--- src/rtl/fetch_unit_pkg.sv ---
// Shared widths, FSM encoding, skid-buffer record and jal target helper
// for the instruction-fetch stage.
package fetch_unit_pkg;

    localparam int IWIDTH     = 32;
    localparam int DWIDTH     = 32;
    localparam int JUMP_WIDTH = 26;
    localparam int PC_WIDTH   = DWIDTH;

    localparam logic [IWIDTH-1:0] NOP_INSTR = 32'h0000_0000;

    typedef enum logic [1:0] {
        F_S_RST  = 2'd0,
        F_S_REQ  = 2'd1,
        F_S_HOLD = 2'd2
    } fetch_state_e;

    typedef struct packed {
        logic [IWIDTH-1:0]   instr;
        logic [PC_WIDTH-1:0] pc;
    } skid_t;

    // jal keeps the 256 MB region of the instruction after the jal
    function automatic logic [PC_WIDTH-1:0] jal_target(
        input logic [PC_WIDTH-1:0]   pc_plus4,
        input logic [JUMP_WIDTH-1:0] idx
    );
        return {pc_plus4[PC_WIDTH-1:PC_WIDTH-4], idx, 2'b00};
    endfunction

endpackage

--- src/rtl/fetch_unit_if.sv ---
// Instruction-memory req/ack bus: master = fetch stage, slave = memory.
// Signals: f_o_imem_req/f_o_imem_addr out of fetch, f_i_imem_ack/rdata in.
interface fetch_unit_if;
    import fetch_unit_pkg::*;

    logic                f_o_imem_req;
    logic [PC_WIDTH-1:0] f_o_imem_addr;
    logic                f_i_imem_ack;
    logic [IWIDTH-1:0]   f_i_imem_rdata;

    modport master (
        output f_o_imem_req,
        output f_o_imem_addr,
        input  f_i_imem_ack,
        input  f_i_imem_rdata
    );

    modport slave (
        input  f_o_imem_req,
        input  f_o_imem_addr,
        output f_i_imem_ack,
        output f_i_imem_rdata
    );

endinterface

--- src/rtl/fetch_unit_pc_next_sel.sv ---
// Redirect priority mux: branch > jr > jal.
// Ports: redirect requests/targets in, redirect_o and target_o out.
module fetch_unit_pc_next_sel
    import fetch_unit_pkg::*;
(
    input  logic                  branch_taken_i,
    input  logic [PC_WIDTH-1:0]   branch_target_i,
    input  logic                  jr_i,
    input  logic [PC_WIDTH-1:0]   jr_addr_i,
    input  logic                  jal_i,
    input  logic [JUMP_WIDTH-1:0] jal_addr_i,
    input  logic [PC_WIDTH-1:0]   pc_plus4_i,
    output logic                  redirect_o,
    output logic [PC_WIDTH-1:0]   target_o
);

    assign redirect_o = branch_taken_i | jr_i | jal_i;

    // branch is the older instruction, so it wins over jr/jal
    always_comb begin
        target_o = jal_target(pc_plus4_i, jal_addr_i);
        priority case (1'b1)
            branch_taken_i: target_o = branch_target_i;
            jr_i:           target_o = jr_addr_i;
            default:        ;
        endcase
    end

endmodule

--- src/rtl/fetch_unit.sv ---
// Fetch stage: owns the PC, fetches over imem req/ack, holds IF/ID + skid.
// Ports: clk/rst, stall/flush, redirects, imem bus, IF/ID outputs;
// FETCH_PERF_CNT_EN adds fetched/stall/redirect counters.
module fetch_unit
    import fetch_unit_pkg::*;
#(
    parameter int                     PC_WIDTH = 32,
    parameter logic [PC_WIDTH-1:0]    RESET_PC = '0
) (
    input  logic                  f_i_clk,
    input  logic                  f_i_rst,
    input  logic                  f_i_stall,
    input  logic                  f_i_flush,
    input  logic                  f_i_branch_taken,
    input  logic [PC_WIDTH-1:0]   f_i_branch_target,
    input  logic                  f_i_jr,
    input  logic [PC_WIDTH-1:0]   f_i_jr_addr,
    input  logic                  f_i_jal,
    input  logic [JUMP_WIDTH-1:0] f_i_jal_addr,
    fetch_unit_if.master          imem,
    output logic [IWIDTH-1:0]     f_o_instr,
    output logic                  f_o_ce,
    output logic [PC_WIDTH-1:0]   f_o_pc,
    output logic [PC_WIDTH-1:0]   f_o_pc_plus4
`ifdef FETCH_PERF_CNT_EN
    ,
    output logic [31:0]           f_o_cnt_fetched,
    output logic [31:0]           f_o_cnt_stall,
    output logic [31:0]           f_o_cnt_redirect
`endif
);

    fetch_state_e          state_q;
    logic                  req_q;
    logic [PC_WIDTH-1:0]   pc_q;
    logic [IWIDTH-1:0]     instr_q;
    logic                  ce_q;
    logic [PC_WIDTH-1:0]   ifpc_q;
    logic [PC_WIDTH-1:0]   ifpc4_q;
    skid_t                 skid_q;

    logic                  redirect;
    logic [PC_WIDTH-1:0]   target_d;
    logic [PC_WIDTH-1:0]   seq_pc_d;
    logic [PC_WIDTH-1:0]   skid_pc4_d;

    assign seq_pc_d   = pc_q + PC_WIDTH'(4);
    assign skid_pc4_d = skid_q.pc + PC_WIDTH'(4);

    fetch_unit_pc_next_sel u_pc_next_sel (
        .branch_taken_i  (f_i_branch_taken),
        .branch_target_i (f_i_branch_target),
        .jr_i            (f_i_jr),
        .jr_addr_i       (f_i_jr_addr),
        .jal_i           (f_i_jal),
        .jal_addr_i      (f_i_jal_addr),
        .pc_plus4_i      (ifpc4_q),
        .redirect_o      (redirect),
        .target_o        (target_d)
    );

    always_ff @(posedge f_i_clk or posedge f_i_rst) begin
        if (f_i_rst) begin
            state_q <= F_S_RST;
            req_q   <= 1'b0;
            pc_q    <= RESET_PC;
            instr_q <= NOP_INSTR;
            ce_q    <= 1'b0;
            ifpc_q  <= '0;
            ifpc4_q <= '0;
            skid_q  <= '0;
        end else if (redirect) begin
            // redirect drops any same-cycle ack and the skid entry
            pc_q    <= target_d;
            ce_q    <= 1'b0;
            skid_q  <= '0;
            state_q <= F_S_REQ;
            req_q   <= 1'b1;
        end else begin
            unique case (state_q)
                F_S_RST: begin
                    state_q <= F_S_REQ;
                    req_q   <= 1'b1;
                end
                F_S_REQ: begin
                    if (imem.f_i_imem_ack) begin
                        pc_q <= seq_pc_d;
                        if (f_i_flush) begin
                            ce_q <= 1'b0;
                        end else if (f_i_stall) begin
                            skid_q  <= '{instr: imem.f_i_imem_rdata,
                                         pc: pc_q};
                            state_q <= F_S_HOLD;
                            req_q   <= 1'b0;
                        end else begin
                            instr_q <= imem.f_i_imem_rdata;
                            ifpc_q  <= pc_q;
                            ifpc4_q <= seq_pc_d;
                            ce_q    <= 1'b1;
                        end
                    end else if (f_i_flush || !f_i_stall) begin
                        ce_q <= 1'b0;
                    end
                end
                F_S_HOLD: begin
                    if (f_i_flush) begin
                        ce_q    <= 1'b0;
                        skid_q  <= '0;
                        state_q <= F_S_REQ;
                        req_q   <= 1'b1;
                    end else if (!f_i_stall) begin
                        instr_q <= skid_q.instr;
                        ifpc_q  <= skid_q.pc;
                        ifpc4_q <= skid_pc4_d;
                        ce_q    <= 1'b1;
                        state_q <= F_S_REQ;
                        req_q   <= 1'b1;
                    end
                end
                default: begin
                    state_q <= F_S_RST;
                    req_q   <= 1'b0;
                end
            endcase
        end
    end

    assign imem.f_o_imem_req  = req_q;
    assign imem.f_o_imem_addr = pc_q;
    assign f_o_instr          = instr_q;
    assign f_o_ce             = ce_q;
    assign f_o_pc             = ifpc_q;
    assign f_o_pc_plus4       = ifpc4_q;

`ifdef FETCH_PERF_CNT_EN
    logic        load_fire;
    logic [31:0] cnt_fetched_q;
    logic [31:0] cnt_stall_q;
    logic [31:0] cnt_redirect_q;

    assign load_fire = !redirect && !f_i_flush && !f_i_stall &&
                       ((state_q == F_S_REQ && imem.f_i_imem_ack) ||
                        state_q == F_S_HOLD);

    always_ff @(posedge f_i_clk or posedge f_i_rst) begin
        if (f_i_rst) begin
            cnt_fetched_q  <= '0;
            cnt_stall_q    <= '0;
            cnt_redirect_q <= '0;
        end else begin
            if (load_fire) cnt_fetched_q <= cnt_fetched_q + 32'd1;
            if (f_i_stall) cnt_stall_q <= cnt_stall_q + 32'd1;
            if (redirect)  cnt_redirect_q <= cnt_redirect_q + 32'd1;
        end
    end

    assign f_o_cnt_fetched  = cnt_fetched_q;
    assign f_o_cnt_stall    = cnt_stall_q;
    assign f_o_cnt_redirect = cnt_redirect_q;
`endif

endmodule
--- src/flat_wrapper.sv ---
// flat-port wrapper written by rule: the top's interface ports become plain ports
module fetch_unit_flat import fetch_unit_pkg::*;
#(
    parameter int                     PC_WIDTH = 32,
    parameter logic [PC_WIDTH-1:0]    RESET_PC = '0
)
  (f_i_clk, f_i_rst, f_i_stall, f_i_flush, f_i_branch_taken, f_i_branch_target, f_i_jr, f_i_jr_addr, f_i_jal, f_i_jal_addr, f_o_instr, f_o_ce, f_o_pc, f_o_pc_plus4, imem_f_o_imem_req, imem_f_o_imem_addr, imem_f_i_imem_ack, imem_f_i_imem_rdata);
  fetch_unit_if imem_i ();
  input  logic f_i_clk;
  input  logic f_i_rst;
  input  logic f_i_stall;
  input  logic f_i_flush;
  input  logic f_i_branch_taken;
  input  logic [PC_WIDTH-1:0] f_i_branch_target;
  input  logic f_i_jr;
  input  logic [PC_WIDTH-1:0] f_i_jr_addr;
  input  logic f_i_jal;
  input  logic [JUMP_WIDTH-1:0] f_i_jal_addr;
  output logic [IWIDTH-1:0] f_o_instr;
  output logic f_o_ce;
  output logic [PC_WIDTH-1:0] f_o_pc;
  output logic [PC_WIDTH-1:0] f_o_pc_plus4;
  output wire logic [$bits(imem_i.f_o_imem_req)-1:0] imem_f_o_imem_req;
  output wire logic [$bits(imem_i.f_o_imem_addr)-1:0] imem_f_o_imem_addr;
  input wire logic [$bits(imem_i.f_i_imem_ack)-1:0] imem_f_i_imem_ack;
  input wire logic [$bits(imem_i.f_i_imem_rdata)-1:0] imem_f_i_imem_rdata;
  assign imem_f_o_imem_req = imem_i.f_o_imem_req;
  assign imem_f_o_imem_addr = imem_i.f_o_imem_addr;
  assign imem_i.f_i_imem_ack = imem_f_i_imem_ack;
  assign imem_i.f_i_imem_rdata = imem_f_i_imem_rdata;
  fetch_unit #(.PC_WIDTH(PC_WIDTH), .RESET_PC(RESET_PC)) u_core (.f_i_clk(f_i_clk), .f_i_rst(f_i_rst), .f_i_stall(f_i_stall), .f_i_flush(f_i_flush), .f_i_branch_taken(f_i_branch_taken), .f_i_branch_target(f_i_branch_target), .f_i_jr(f_i_jr), .f_i_jr_addr(f_i_jr_addr), .f_i_jal(f_i_jal), .f_i_jal_addr(f_i_jal_addr), .imem(imem_i), .f_o_instr(f_o_instr), .f_o_ce(f_o_ce), .f_o_pc(f_o_pc), .f_o_pc_plus4(f_o_pc_plus4));
endmodule
--- config.mk ---
export PLATFORM = sky130hd
export DESIGN_NAME = fetch_unit_flat
export DESIGN_NICKNAME = d
export VERILOG_FILES = /design/src/rtl/fetch_unit_pkg.sv /design/src/rtl/fetch_unit_if.sv /design/src/rtl/fetch_unit_pc_next_sel.sv /design/src/rtl/fetch_unit.sv /design/src/flat_wrapper.sv
export SDC_FILE = /design/constraint.sdc
export NUM_CORES = 1
export LEC_CHECK = 0
export ABC_AREA = 1
export BUFFER_PORTS_ARGS = -buffer_cell sky130_fd_sc_hd__buf_2
export CORE_MARGIN = 2
export CORE_UTILIZATION = 44
export DETAILED_ROUTE_END_ITERATION = 16
export PLACE_DENSITY = 0.74
export SLEW_MARGIN = 20
export SYNTH_ARGS = -nofsm -noshare
export SYNTH_HDL_FRONTEND = slang
export SYNTH_HIERARCHICAL = 1
export SYNTH_SLANG_ARGS = --single-unit
export TNS_END_PERCENT = 20
--- constraint.sdc ---
create_clock -name f_i_clk -period 7.2 [get_ports f_i_clk]
set_input_delay 0.36 -clock f_i_clk [delete_from_list [all_inputs] [get_ports f_i_clk]]
set_output_delay 0.36 -clock f_i_clk [all_outputs]
set_load 0.01 [all_outputs]
==> summary.md <==
| Metric | Value |
|---|---|
| Outcome | finished clean |
| CP max FO | 96 |
| Clock sinks | 193 |
| H-Tree Level Count | 4 |
| FF/Latch Area | 4830 um2 |
| Largest buffer count on any clock path | 2 |
| Largest area contributor in the netlist | dfrtp_1 |
| Core Footprint | 24,200 um2 |
| Final period utilization | 54.3% |
| Critical Path Sink | u_core/f_o_pc[2] |
| Detailed Route Iter0 Violations | 982 |
| Largest net degree at the start of global routing | 137 |
| CP Data Required Time | 7.49 ns |
| Resized Gates After CTS | 0 |
| Setup_tns | 0 ns |
| VDD IR-drop max | 0.148 mV |
| Vias | 10,600 |
| CTS clk-pin slew, worst paths | 0.08 ns |
| Crit path DAT | 4.20 ns |
| Power density over cell area | 265 nW/um2 |
| Final Non-Filler Cells | 1,990 |
| CP startpoint | f_i_jr |
| RR Endpoint | u_core/f_o_pc[2] |
| DRC | 0 |
| Avg Cell Area, Syn | 7.40 um2 |
| Num ports | 260 |
| Post-Syn Area | 10,800 um2 |
| #FFs+latches synth | 193 |
| Die area | 25,800 um2 |
| WS Path Type | in -> reg |
| # hold bufs at CTS | 0 |
| Routed Antenna Nets | 0 |
| Layout fillers | 2,336 |
| Die Wd | 161 um |
| Vias/cell | 5.32 |
| YS warnings | 6 |
| Placed Area | 12,100 um2 |
| Layout cells sized above 1 | 19.6% |
| Comb pwr share | 25.5% |
| Cell count after synthesis | 1,458 |
| Place WS | 2.86 ns |
| Synth-to-Final Area Change | 18.0% |
| Total grt overflow | 0 |
| Hold Fails Final Rpt | 0 |
| Final worst setup slack | 3.29 ns |
| R2r startpoint | u_core/state_q[0] |
| Root buffer cell | clkbuf_16 |
| Synth top area cells | dfrtp_1 45%, nand2_1 19%, nand3_1 5.3% |
| Wirelength per Cell | 16.4 um |
| Endpoint class of the critical path | flip-flop |
| Vias in the first global route | 9,863 |
| TritonCTS buffer count | 17 |
| Crit path time final | 3.91 ns |
| Ant. Diodes | 0 |
| Seq/Total Area, Yosys | 44.8% |
| Area of the multi-input gates | 5220 um2 |
| Placed cells | 1,958 |
| Psw | 0.00120 W |
| Top-area cell type share of the netlist area | 44.8% |
| Net Count, Synth | 1,594 |
| CP startpoint kind | input pin |
| Total GRT Usage | 25.4% |
| Switching share of power | 35.7% |
| Leak | 6.14 nW |
| Skew final | 0.0103 ns |
| Cells on worst reg2reg path | 10 |
| Initial antenna violation count | 0 |
| CTS tree | yes |
| Clock share of power | 28.9% |
| Dpl hpwl | 23,700 um |
| Design Area, Final | 12,700 um2 |
| Starting Density | 44.6% |
| Slew Viols, Final | 0 |
| Int Power | 0.00216 W |
| Distinct cells, synth | 36 |
| Setup Buffers After CTS | 0 |
| Worst Max-Slew Pin Slew | 1.01 ns |
| Later-pin clock latency in the skew report | 0.44 ns |
| MaxCap Viol Count | 0 |
| Reg-to-reg slack, setup | 3.73 ns |
| Die Y | 161 um |
| Router iterations before antenna repair | 5 |
| Standard-cell rows | 57 |
| Final setup fails | 0 |
| Setup repair after global routing missed its margin | false |
| Min-Delay Path Class | in -> async |
| Slew HR | 32.8% |
| Maximum clock frequency | 0.256 GHz |
| Sequential share of power | 45.6% |
| GPL Wtd Cong | 0.913 |
| Nets | 1,789 |
| First-pass GRT wire length | 52,100 um |
| WL final | 32,600 um |
| Port bufs | 259 |
-- kinds of logic (layout without fill, tap and decap cells) --
family	count (synthesis)	after routing	share of synthesized area, %
simple gates	845	845	32.7
compound gates	227	227	13.0
flops	193	193	44.8
buf+inv	164	372	7.01
xor+xnor	23	23	1.87
fa+ha+maj	6	6	0.696
-- flip-flops by register name, indices dropped and copies added, names as in the netlist --
name	cells
u_core/f_o_ce	1
u_core/f_o_pc	32
u_core/skid_q	64
u_core/imem.f_o_imem_addr	32
u_core/f_o_pc_plus4	30
u_core/state_q	2
u_core/f_o_instr	32
-- metrics by stage --
step                utilization, %  power [W]  hold WS [ns]
CTS                           52.6    0.00339         0.148
floorplan                        -    0.00200         0.464
global placement              50.0    0.00239         0.464
detailed placement            50.0    0.00242         0.465
global route                  52.6    0.00357         0.159
finish                        52.6    0.00337        0.0803
-- worst max-delay path: stages --
cell and delay, ns:
buf_2 0.32, nor2_8 0.44, nand2_2 0.44, buf_4 0.43, nor2_1 0.20, o21ai_1 0.12
nor3_4 0.11, buf_4 0.73, inv_1 0.72, nand2_1 0.18, o21ai_1 0.08
-- cell usage after synthesis --
library cell / number
nand4_1: 24
inv_1: 70
nor3_1: 3
o21ai_1: 2
nor2_4: 3
xor2_1: 18
xnor2_1: 5
a31o_2: 1
o21a_1: 40
nor2_1: 140
o21ai_0: 77
ha_1: 6
dfrtp_1: 193
and3_1: 1
nor2_8: 1
buf_6: 8
clkbuf_1: 38
nor3b_1: 1
nand3b_1: 2
nand3_1: 114
nor4_1: 1
nand2_1: 536
nor3_4: 1
a21oi_1: 10
nand3_2: 8
o22ai_1: 1
buf_4: 12
inv_2: 2
a31oi_1: 65
o211ai_1: 31
and2_1: 3
inv_4: 1
buf_2: 26
nand2_2: 1
nor2_2: 6
buf_1: 7
-- cell type report --
| class | count | share of cell area, % |
|---|---|---|
| Inverter | 73 | 2.24 |
| Sequential cell | 193 | 38.0 |
| Clock inverter | 15 | 1.60 |
| Timing Repair Buffer | 267 | 10.7 |
| Multi-Input combinational cell | 1101 | 41.0 |
| Tap cell | 324 | 3.19 |
| Clock buffer | 17 | 3.34 |
-- power groups by stage --
stage | Combinational, W | Clock, W | Sequential [W]
final | 0.000859 | 0.000972 | 0.00154
after global routing | 0.000958 | 0.00104 | 0.00157
after CTS | 0.000866 | 0.000992 | 0.00154
after detailed placement | 0.000864 | 0 | 0.00155
after global placement | 0.000845 | 0 | 0.00155
after floorplan | 0.000391 | 0 | 0.00161
-- cells in the final DEF (no fill, tap or decap), types with 10 or more instances in the layout --
cell type	n
xor2_1	18
nand3_1	114
o21ai_0	77
dfrtp_1	193
nor2_1	140
o21a_1	40
a21oi_1	10
clkbuf_16	17
a31oi_1	65
inv_1	69
nand4_1	24
buf_2	259
o211ai_1	31
nand2_1	535
-- per-layer routing --
layer	vias to the layer above	track usage, %	share of wire [%]	wire length (um)
met4	0	7.41	2.2	710
met1	4929	35.8	45	14700
met2	441	41.1	46	15000
met5	-	0	0	0
li1	5176	-	-	-
met3	40	3.69	6.7	2200
-- how the worst min path moves through the flow --
stage                                start                      to  slack (ns)
floorplan                u_core/skid_q[60]       u_core/skid_q[60]        0.46
global placement    u_core/f_o_pc_plus4[5]  u_core/f_o_pc_plus4[5]        0.46
detailed placement  u_core/f_o_pc_plus4[5]  u_core/f_o_pc_plus4[5]        0.46
CTS                                f_i_rst       u_core/skid_q[44]        0.15
global route                       f_i_rst    u_core/f_o_instr[12]        0.16
finish                             f_i_rst    u_core/f_o_instr[12]        0.08
(Power assumes the default switching activity.)
